<file path="config.mk">
export PLATFORM = sky130hd
export DESIGN_NAME = tx_arbiter
export DESIGN_NICKNAME = d
export VERILOG_FILES = /design/src/rtl/tx_arbiter_pkg.sv /design/src/rtl/tx_arbiter_reply_owner_fifo.sv /design/src/rtl/tx_arbiter.sv
export SDC_FILE = /design/constraint.sdc
export NUM_CORES = 1
export LEC_CHECK = 0
export ABC_AREA = 1
export CORE_AREA = 2 2 51 58
export DETAILED_ROUTE_END_ITERATION = 6
export DIE_AREA = 0 0 53 60
export GPL_ROUTABILITY_DRIVEN = 0
export PLACE_DENSITY = 0.73
export SLEW_MARGIN = 20
export SYNTH_ARGS = -nofsm -noshare
export SYNTH_HDL_FRONTEND = slang
export SYNTH_SLANG_ARGS = --single-unit
export TNS_END_PERCENT = 100
</file>
<file path="constraint.sdc">
create_clock -name clk -period 1.7 [get_ports clk]
set_clock_uncertainty 0.05 [all_clocks]
set_input_delay 0.255 -clock clk [delete_from_list [all_inputs] [get_ports clk]]
set_output_delay 0.255 -clock clk [all_outputs]
set_load 0.005 [all_outputs]
</file>
<file path="src/rtl/tx_arbiter_pkg.sv">
// Shared widths, reply-owner encoding and FSM state type for the TX channel arbiter.
package tx_arbiter_pkg;

   localparam int TX_CMD_BITS = 8;

   localparam logic OWNER_PF = 1'b0;
   localparam logic OWNER_SC = 1'b1;

   typedef enum logic [1:0] {
      ST_IDLE    = 2'd0,
      ST_BUSY_PF = 2'd1,
      ST_BUSY_SC = 2'd2
   } arb_state_t;

endpackage

</file>
<file path="src/rtl/tx_arbiter_reply_owner_fifo.sv">
// 1-bit-wide owner FIFO: records which requester owns each outstanding reply, in issue order.
module tx_arbiter_reply_owner_fifo #(
   parameter int DEPTH = 2
) (
   input  logic clk,
   input  logic reset,
   input  logic i_push,
   input  logic i_push_owner,
   input  logic i_pop,
   output logic o_head,
   output logic o_full,
   output logic o_empty
);

   localparam int PW = (DEPTH > 1) ? $clog2(DEPTH) : 1;
   localparam int CW = $clog2(DEPTH + 1);

   logic          r_mem [DEPTH];
   logic [PW-1:0] r_wr_ptr;
   logic [PW-1:0] r_rd_ptr;
   logic [CW-1:0] r_count;
   logic          w_do_push;
   logic          w_do_pop;

   function automatic logic [PW-1:0] ptr_inc(input logic [PW-1:0] p);
      return (p == PW'(DEPTH - 1)) ? '0 : p + PW'(1);
   endfunction

   assign o_full    = (r_count == CW'(DEPTH));
   assign o_empty   = (r_count == '0);
   assign o_head    = r_mem[r_rd_ptr];
   // A push into a full FIFO is dropped; the arbiter never issues one.
   assign w_do_push = i_push & ~o_full;
   assign w_do_pop  = i_pop & ~o_empty;

   always_ff @(posedge clk) begin
      if (w_do_push) r_mem[r_wr_ptr] <= i_push_owner;
   end

   always_ff @(posedge clk) begin
      if (reset) begin
         r_wr_ptr <= '0;
         r_rd_ptr <= '0;
         r_count  <= '0;
      end else begin
         if (w_do_push) r_wr_ptr <= ptr_inc(r_wr_ptr);
         if (w_do_pop)  r_rd_ptr <= ptr_inc(r_rd_ptr);
         case ({w_do_push, w_do_pop})
            2'b10:   r_count <= r_count + CW'(1);
            2'b01:   r_count <= r_count - CW'(1);
            default: r_count <= r_count;
         endcase
      end
   end

endmodule

</file>
<file path="src/rtl/tx_arbiter.sv">
// Shares the serial TX channel between prefetcher and scheduler and steers RX replies to their owner.
//  state      | meaning
//  ST_IDLE    | no transfer; round-robin arbitration presents a command
//  ST_BUSY_PF | prefetch owns the channel until tx_done
//  ST_BUSY_SC | scheduler owns the channel until tx_done
module tx_arbiter
   import tx_arbiter_pkg::*;
#(
   parameter int NSHIFT      = 2,
   parameter int REPLY_DEPTH = 2
) (
   input  logic                   clk,
   input  logic                   reset,
   input  logic                   i_pf_cmd_valid,
   input  logic [TX_CMD_BITS-1:0] i_pf_cmd,
   input  logic                   i_pf_reply_wanted,
   output logic                   o_pf_cmd_started,
   input  logic                   i_sc_cmd_valid,
   input  logic [TX_CMD_BITS-1:0] i_sc_cmd,
   input  logic                   i_sc_reply_wanted,
   input  logic                   i_sc_reserve,
   output logic                   o_sc_cmd_started,
   input  logic [NSHIFT-1:0]      i_pf_data,
   input  logic [NSHIFT-1:0]      i_sc_data,
   output logic                   o_pf_data_next,
   output logic                   o_sc_data_next,
   output logic                   o_tx_command_valid,
   output logic [TX_CMD_BITS-1:0] o_tx_command,
   input  logic                   i_tx_command_ready,
   output logic [NSHIFT-1:0]      o_tx_data,
   input  logic                   i_tx_data_next,
   input  logic                   i_tx_done,
   input  logic                   i_rx_done,
   output logic                   o_rx_to_pf,
   output logic                   o_rx_to_sc,
   output logic                   o_reply_full,
   output logic                   o_protocol_error
);

   arb_state_t r_state;
   arb_state_t w_state_nxt;
   logic       r_last_grant;
   logic       r_proto_err;
   logic       w_fifo_head;
   logic       w_fifo_full;
   logic       w_fifo_empty;
   logic       w_pf_elig;
   logic       w_sc_elig;
   logic       w_grant_sc;
   logic       w_accept;
   logic       w_push;

   // Blocking uses the registered full flag, so a same-cycle pop does not unblock.
   assign w_pf_elig  = i_pf_cmd_valid & ~i_sc_reserve & ~(i_pf_reply_wanted & w_fifo_full);
   assign w_sc_elig  = i_sc_cmd_valid & ~(i_sc_reply_wanted & w_fifo_full);
   assign w_grant_sc = w_sc_elig & (~w_pf_elig | (r_last_grant == OWNER_PF));

   always_comb begin
      w_state_nxt        = r_state;
      w_accept           = 1'b0;
      o_tx_command_valid = 1'b0;
      o_tx_command       = '0;
      o_pf_cmd_started   = 1'b0;
      o_sc_cmd_started   = 1'b0;
      o_tx_data          = '0;
      o_pf_data_next     = 1'b0;
      o_sc_data_next     = 1'b0;
      case (r_state)
         ST_IDLE: begin
            o_tx_command_valid = w_pf_elig | w_sc_elig;
            if (o_tx_command_valid)
               o_tx_command = w_grant_sc ? i_sc_cmd : i_pf_cmd;
            w_accept = o_tx_command_valid & i_tx_command_ready;
            if (w_accept) begin
               o_sc_cmd_started = w_grant_sc;
               o_pf_cmd_started = ~w_grant_sc;
               w_state_nxt      = w_grant_sc ? ST_BUSY_SC : ST_BUSY_PF;
            end
         end
         ST_BUSY_PF: begin
            o_tx_data      = i_pf_data;
            o_pf_data_next = i_tx_data_next;
            if (i_tx_done) w_state_nxt = ST_IDLE;
         end
         ST_BUSY_SC: begin
            o_tx_data      = i_sc_data;
            o_sc_data_next = i_tx_data_next;
            if (i_tx_done) w_state_nxt = ST_IDLE;
         end
         default: w_state_nxt = ST_IDLE;
      endcase
   end

   assign w_push = w_accept & (w_grant_sc ? i_sc_reply_wanted : i_pf_reply_wanted);

   always_ff @(posedge clk) begin
      if (reset) begin
         r_state      <= ST_IDLE;
         r_last_grant <= OWNER_SC;
         r_proto_err  <= 1'b0;
      end else begin
         r_state <= w_state_nxt;
         if (w_accept) r_last_grant <= w_grant_sc ? OWNER_SC : OWNER_PF;
         if (i_rx_done & w_fifo_empty) r_proto_err <= 1'b1;
      end
   end

   tx_arbiter_reply_owner_fifo #(
      .DEPTH (REPLY_DEPTH)
   ) u_reply_fifo (
      .clk          (clk),
      .reset        (reset),
      .i_push       (w_push),
      .i_push_owner (w_grant_sc),
      .i_pop        (i_rx_done),
      .o_head       (w_fifo_head),
      .o_full       (w_fifo_full),
      .o_empty      (w_fifo_empty)
   );

   assign o_rx_to_pf       = ~w_fifo_empty & (w_fifo_head == OWNER_PF);
   assign o_rx_to_sc       = ~w_fifo_empty & (w_fifo_head == OWNER_SC);
   assign o_reply_full     = w_fifo_full;
   assign o_protocol_error = r_proto_err;

endmodule

</file>
==> results.cfg, run 1 <==
[status]
status = complete, but fails checks
violations = negative setup slack

[final_layout]
nets = 249
ff_latch_area_um2 = 250.2
fin_area_um2 = 1819
multi_input_area_um2 = 651.9
layout_commonest_cell = clkdlybuf4s50_1
fill_cells = 200
final_core_util_pct = 69.24
area_delta_synth_final_pct = 120.6
n_antenna_cell = 0
layout-drive-gt1-share_pct = 48.83
layout.cells.most_common_list = clkdlybuf4s50_1, buf_4, nor2_1, nand2_1, buf_6

[logic_synthesis]
ys_ff_latch = 11
ys_seq_area_share_pct = 29.14
synth_nets = 157
netlist_instances = 122
syn_area_um2 = 824.5
synth.avg_cell_area_um2 = 6.759
yosys_warnings = 0
synth_cell_types = 20

[routing]
dr.pass1.iters = 4
final_antenna_net_count = 0
drt-initial-drc-count = 24
drc_errors = 0
vias_per_cell = 4.679
routed_wl_mm = 3.464
wire_per_inst_um = 14.08
via_count = 1151

[grt]
grt_pass1_vias = 1105
grt_pass1_wl_mm = 4.595
overflow = 0
grt_use_total_pct = 20.28
antenna_found_initial = 0
grt_max_degree = 9

[worst_setup_path]
worstSetupEndpointType = primary output
arrival_ps = 1650
cpLargestDelayFamily = buffers and inverters
worst_path_largest_cell_delay_ps = 360
required_ps = 1390
crit_type = reg2out
cp_max_fo = 8
critPathBufInv = 4
critPathSlowestCell = dfxtp_4
cp-start-kind = flop
worstPathCellList = inv_4 -> nand3_4 -> nand3_2 -> nand2_4 -> buf_4 -> buf_12 -> o21ai_0 -> nor2_1 -> buf_2

[timing]
slew_headroom_pct = 82.97
rsz0062_at_grt = yes
final.setup.worst_slack_ps = -252.3
tightest_slew_ps = 254.6
maxSlewViolCount = 0
fin_crit_sh_pct = 114.8
fmax_mhz = 512.2
hold_viol = 0
final-setup-viol-count = 15
period_needed_ps = 1952

[pwr]
total_power_mw = 1.744
p_leak_nw = 0.8499
vdd_drop_max_uv = 618.6
power_density_nw_per_um2 = 958.7

[place]
placed_area_um2 = 1515
place_ws_ps = -608.4
port_buffers = 49
dp_hpwl_mm = 2.125

[die]
die_h_um = 60
fp-row-count = 20
start_util_pct = 31.38
die_width_um = 53
core_um2 = 2628
pin_count = 50
die-area_um2 = 3180

[clock_tree]
cts_tree = built
cts_buffer_depth = 2
clkTransAtPathRegs_ps = 70
cts.sinks = 11
clk_latency_ps = 280
hold_buffers = 0
cts_made_buffers = 3
cts-htree-levels = 1
cts_root_buf = clkbuf_4

[job]
maxCapViolCount = 0

[worst_hold_path]
hp-class = reg2reg
flip-flops by register name, summed over array words and instances (netlist names), named ones only:
register,cells
u_reply_fifo.r_mem,2
o_protocol_error,1
u_reply_fifo.r_wr_ptr,1
u_reply_fifo.r_rd_ptr,1
u_reply_fifo.r_count,2
r_state,2
r_last_grant,1
stage by stage:
stage	hold slack (ps)	TNS, ps	std cells
after floorplan	267.4	0	122
after global placement	384.9	-8106	223
after detailed placement	396.0	-8647	223
after CTS	407.3	-1861	244
after global routing	440.3	-3713	246
final	420.8	-2605	246
routing by layer:
layer | vias to the layer above | wire [um] | GRT usage (%)
li1 | 569 | - | -
met1 | 531 | 1216 | 18.43
met2 | 42 | 2000 | 40.71
met3 | 9 | 163 | 3.750
met4 | 0 | 83 | 10.99
met5 | - | 0 | 0
logic make-up (layout without fill, tap and decap cells):
| group | after synthesis | in the layout | synth area share [%] |
|---|---|---|---|
| fa+ha+maj | 4 | 4 | 6.070 |
| flops | 11 | 11 | 29.14 |
| buf+inv | 21 | 111 | 11.53 |
| xor+xnor | 1 | 1 | 1.062 |
| simple gates | 62 | 62 | 36.42 |
| compound gates | 23 | 24 | 15.78 |
area by class of cell:
class,count,share of cell area [%]
clock buffers,4,1.444
inverters,19,4.539
multi-input cells,91,35.83
flip-flops and latches,11,13.76
well taps,33,2.270
repair buffers,87,41.75
repair inverters,1,0.4127
where the power goes:
| group | internal [mW] | total (mW) | switching [mW] |
|---|---|---|---|
| Combinational | 0.611 | 1.18 | 0.567 |
| Sequential | 0.329 | 0.374 | 0.0452 |
| Clock | 0.0913 | 0.191 | 0.100 |
tightest hold or removal path, delay by kind of cell (launching register included):
kind	cells	cell delay, ps
AOI/OAI and AO/OA	1	40
and+or+nand+nor	1	70
DFF	1	330
repair_timing:
| action | CTS | global route |
|---|---|---|
| setup buffers | 15 | 3 |
| gates resized for setup | 95 | 29 |
| setup endpoints to repair | 20 | 18 |
| hold endpoints to repair | 0 | 0 |
| gates cloned | 2 | 0 |
| pin swaps | 21 | 23 |
final timing paths:
path / startpoint / end / slack, ps / depth (start not counted)
max reg2reg: u_reply_fifo.r_count[0]$_SDFFE_PP0P_ / u_reply_fifo.r_count[1]$_SDFFE_PP0P_ / -210 / 15
max: u_reply_fifo.r_count[0]$_SDFFE_PP0P_ / o_tx_command[1] / -250 / 9
min reg2reg: o_protocol_error$_SDFFE_PP0P_ / o_protocol_error$_SDFFE_PP0P_ / 420 / 2
min: o_protocol_error$_SDFFE_PP0P_ / o_protocol_error$_SDFFE_PP0P_ / 420 / 2
synthesized netlist by cell type:
master	number	share of area, %
nor2_1	28	13
nand2_1	19	8.6
inv_1	17	7.7
o21ai_0	13	7.9
dfxtp_1	9	22
a21oi_1	8	4.9
ha_1	4	6.1
nand3_1	4	2.4
nand3_2	4	4.9
nand2_2	3	2.3
edfxtp_1	2	7.3
nand2_4	2	2.7
nor2_4	2	2.7
a21oi_2	1	1.1
a21oi_4	1	2.0
buf_4	1	0.91
buf_6	1	1.4
clkinv_4	1	1.1
inv_2	1	0.45
xor2_1	1	1.1
Note: power is estimated with default switching activity, not from simulation.
==> run 2: changes to the inputs <==
--- a/config.mk
+++ b/config.mk
@@ -11,6 +11,7 @@
 export DIE_AREA = 0 0 53 60
 export GPL_ROUTABILITY_DRIVEN = 0
 export PLACE_DENSITY = 0.73
+export SETUP_SLACK_MARGIN = 0.2
 export SLEW_MARGIN = 20
 export SYNTH_ARGS = -nofsm -noshare
 export SYNTH_HDL_FRONTEND = slang
==> run 2 against run 1 <==
  * The run still ends with negative setup slack left
  * Count of clock-buffer cells in the layout stayed put
  * Critical path depth stayed put
  * Via count is 14% higher
  * Clock power is 9% lower
  * Fmax is 0.70% lower
  * Combinational power is 44% higher
  * Global-route usage is 6.5 points higher
  * Design area is 21% higher
  * Sequential share of layout area is 2.4 points lower
  * Worst setup slack worse by 14 ps
  * Die area stayed put
  * Sequential power is 1% higher
  * Critical path type unchanged
  * Highest routed layer unchanged
==> results.cfg, run 2 (synthesis results as in run 1) <==
[status]
status = complete, but fails checks
violations = negative setup slack

[clock_tree]
cts-htree-levels = 1
cts.sinks = 11
clkTransAtPathRegs_ps = 70
cts_buffer_depth = 2
cts_root_buf = clkbuf_4
clk_latency_ps = 260
cts_tree = built
cts_made_buffers = 3

[routing]
wire_per_inst_um = 17.69
dr.pass1.iters = 4
drc_errors = 0
final_antenna_net_count = 0
vias_per_cell = 4.981
routed_wl_mm = 4.670
via_count = 1315
drt-initial-drc-count = 57

[pwr]
total_power_mw = 2.252
vdd_drop_max_uv = 932.1
seqPwrFrac_pct = 16.8
pwr-share-clk_pct = 7.7
p_leak_nw = 0.9959
swShare_pct = 42.81
p_sw_mw = 0.9642
p_comb_share_pct = 75.5
internal_power_mw = 1.288
power_density_nw_per_um2 = 1020

[timing]
period_needed_ps = 1966
fmax_mhz = 508.6
hold_viol = 0
final-setup-viol-count = 16
tightest_slew_ps = 285.8
rsz0062_at_grt = yes
hold_ws_ps = 409.3
fin_crit_sh_pct = 115.7
maxSlewViolCount = 0
slew_headroom_pct = 80.92
final.setup.worst_slack_ps = -266.1

[worst_setup_path]
arrival_ps = 1660
rrSetupSlack_ps = -230
required_ps = 1390
r2r_cells = 14
worstSetupEndpointType = primary output
cp-start-kind = flop
timing.rr.end = u_reply_fifo.r_count[0]$_SDFFE_PP0P_
cp_max_fo = 4
crit_type = reg2out
r2r_start = u_reply_fifo.r_count[0]$_SDFFE_PP0P_

[grt]
antenna_found_initial = 0
overflow = 0
grt_use_total_pct = 26.80
grt_max_degree = 7
grt_pass1_vias = 1367
grt_pass1_wl_mm = 6.058

[final_layout]
layout_commonest_cell = buf_6
reg_top3 = r_state x2, u_reply_fifo.r_count x2, u_reply_fifo.r_mem x2
layout.cells.most_common_list = buf_6, clkdlybuf4s50_1, buf_4, buf_2, nor2_1
layout-drive-gt1-share_pct = 67.97
nets = 267
n_antenna_cell = 0
fin_area_um2 = 2208
area_delta_synth_final_pct = 167.8
final_core_util_pct = 84.05

[die]
die_width_um = 53
fp-row-count = 20
die-area_um2 = 3180
die_h_um = 60
pin_count = 50
start_util_pct = 31.38
core_um2 = 2628

[worst_hold_path]
min_from = u_reply_fifo.r_rd_ptr$_SDFFE_PP0P_
hp-class = reg2reg
min_path_cells = 1
hold-path-endpoint = u_reply_fifo.r_rd_ptr$_SDFFE_PP0P_

[place]
dp_hpwl_mm = 2.151
placed_area_um2 = 1505
port_buffers = 49
place_ws_ps = -604.2

[job]
maxCapViolCount = 0
## run 2: cell types whose count changed in the layout (fill, tap and decap cells not counted), sizes merged
cell           before  now
buf                49   74
inv                17   18
clkdlybuf4s50      27   26
dlygate4sd2         9    5
clkinv              1    0
clkbuf              6    4
## run 2: worst max path at each step
stage,slack (ps),to,start,cells after the start
final,-270,o_tx_command[7],u_reply_fifo.r_count[0]$_SDFFE_PP0P_,9
after global routing,-350,o_tx_command[4],u_reply_fifo.r_count[0]$_SDFFE_PP0P_,9
after CTS,-230,u_reply_fifo.r_count[1]$_SDFFE_PP0P_,u_reply_fifo.r_count[0]$_SDFFE_PP0P_,15
after detailed placement,-600,u_reply_fifo.r_count[1]$_SDFFE_PP0P_,i_pf_cmd_valid,14
after global placement,-570,o_tx_command[7],i_pf_cmd_valid,8
after floorplan,90,u_reply_fifo.r_count[1]$_SDFFE_PP0P_,u_reply_fifo.r_count[0]$_SDFFE_PP0P_,13
## run 2: final cells by class
class,count,area (um2)
flip-flops and latches,11,250.2
clock buffers,4,26.28
fillers,147,419.2
inverters,19,87.58
repair buffers,105,960.9
well taps,33,41.29
multi-input cells,91,834.6
repair inverters,1,7.507
## run 2: what timing repair did
| action | CTS | global route |
|---|---|---|
| hold buffers | 0 | 0 |
| resized for setup | 137 | 69 |
| endpoints found under the setup margin | 28 | 27 |
| cloned | 2 | 0 |
| endpoints found under the hold margin | 0 | 0 |
| setup buffers | 27 | 10 |
| pin swaps | 25 | 31 |
## run 2: power groups by stage
stage | Combinational (mW) | Clock [mW] | Sequential (mW)
floorplan | 0.437 | 0 | 0.369
global placement | 0.917 | 0 | 0.362
detailed placement | 0.945 | 0 | 0.363
CTS | 1.23 | 0.183 | 0.373
global route | 1.78 | 0.192 | 0.383
finish | 1.70 | 0.173 | 0.379
## run 2: worst max-delay path, stage by stage, from the launching register on
cell and delay (ps):
dfxtp_4 360, inv_4 50, nand3_4 70, nand2_8 90, buf_12 140, a21oi_4 210, buf_6 150, o21ai_2 70
nor2_2 130, buf_2 140
## run 2: per-layer routing
metal / up-vias / global-route usage [%] / part of all wire [%]
met5: - / 0 / 0
met4: 0 / 11.36 / 4.9
met3: 24 / 8.000 / 5.0
met2: 64 / 53.75 / 59
met1: 624 / 23.89 / 31
li1: 603 / - / -
## run 2: per-stage QoR
stage	cells	setup TNS [ps]
detailed placement	221	-8834
CTS	254	-2288
finish	264	-3130
floorplan	122	0
global route	264	-4051
global placement	221	-7910
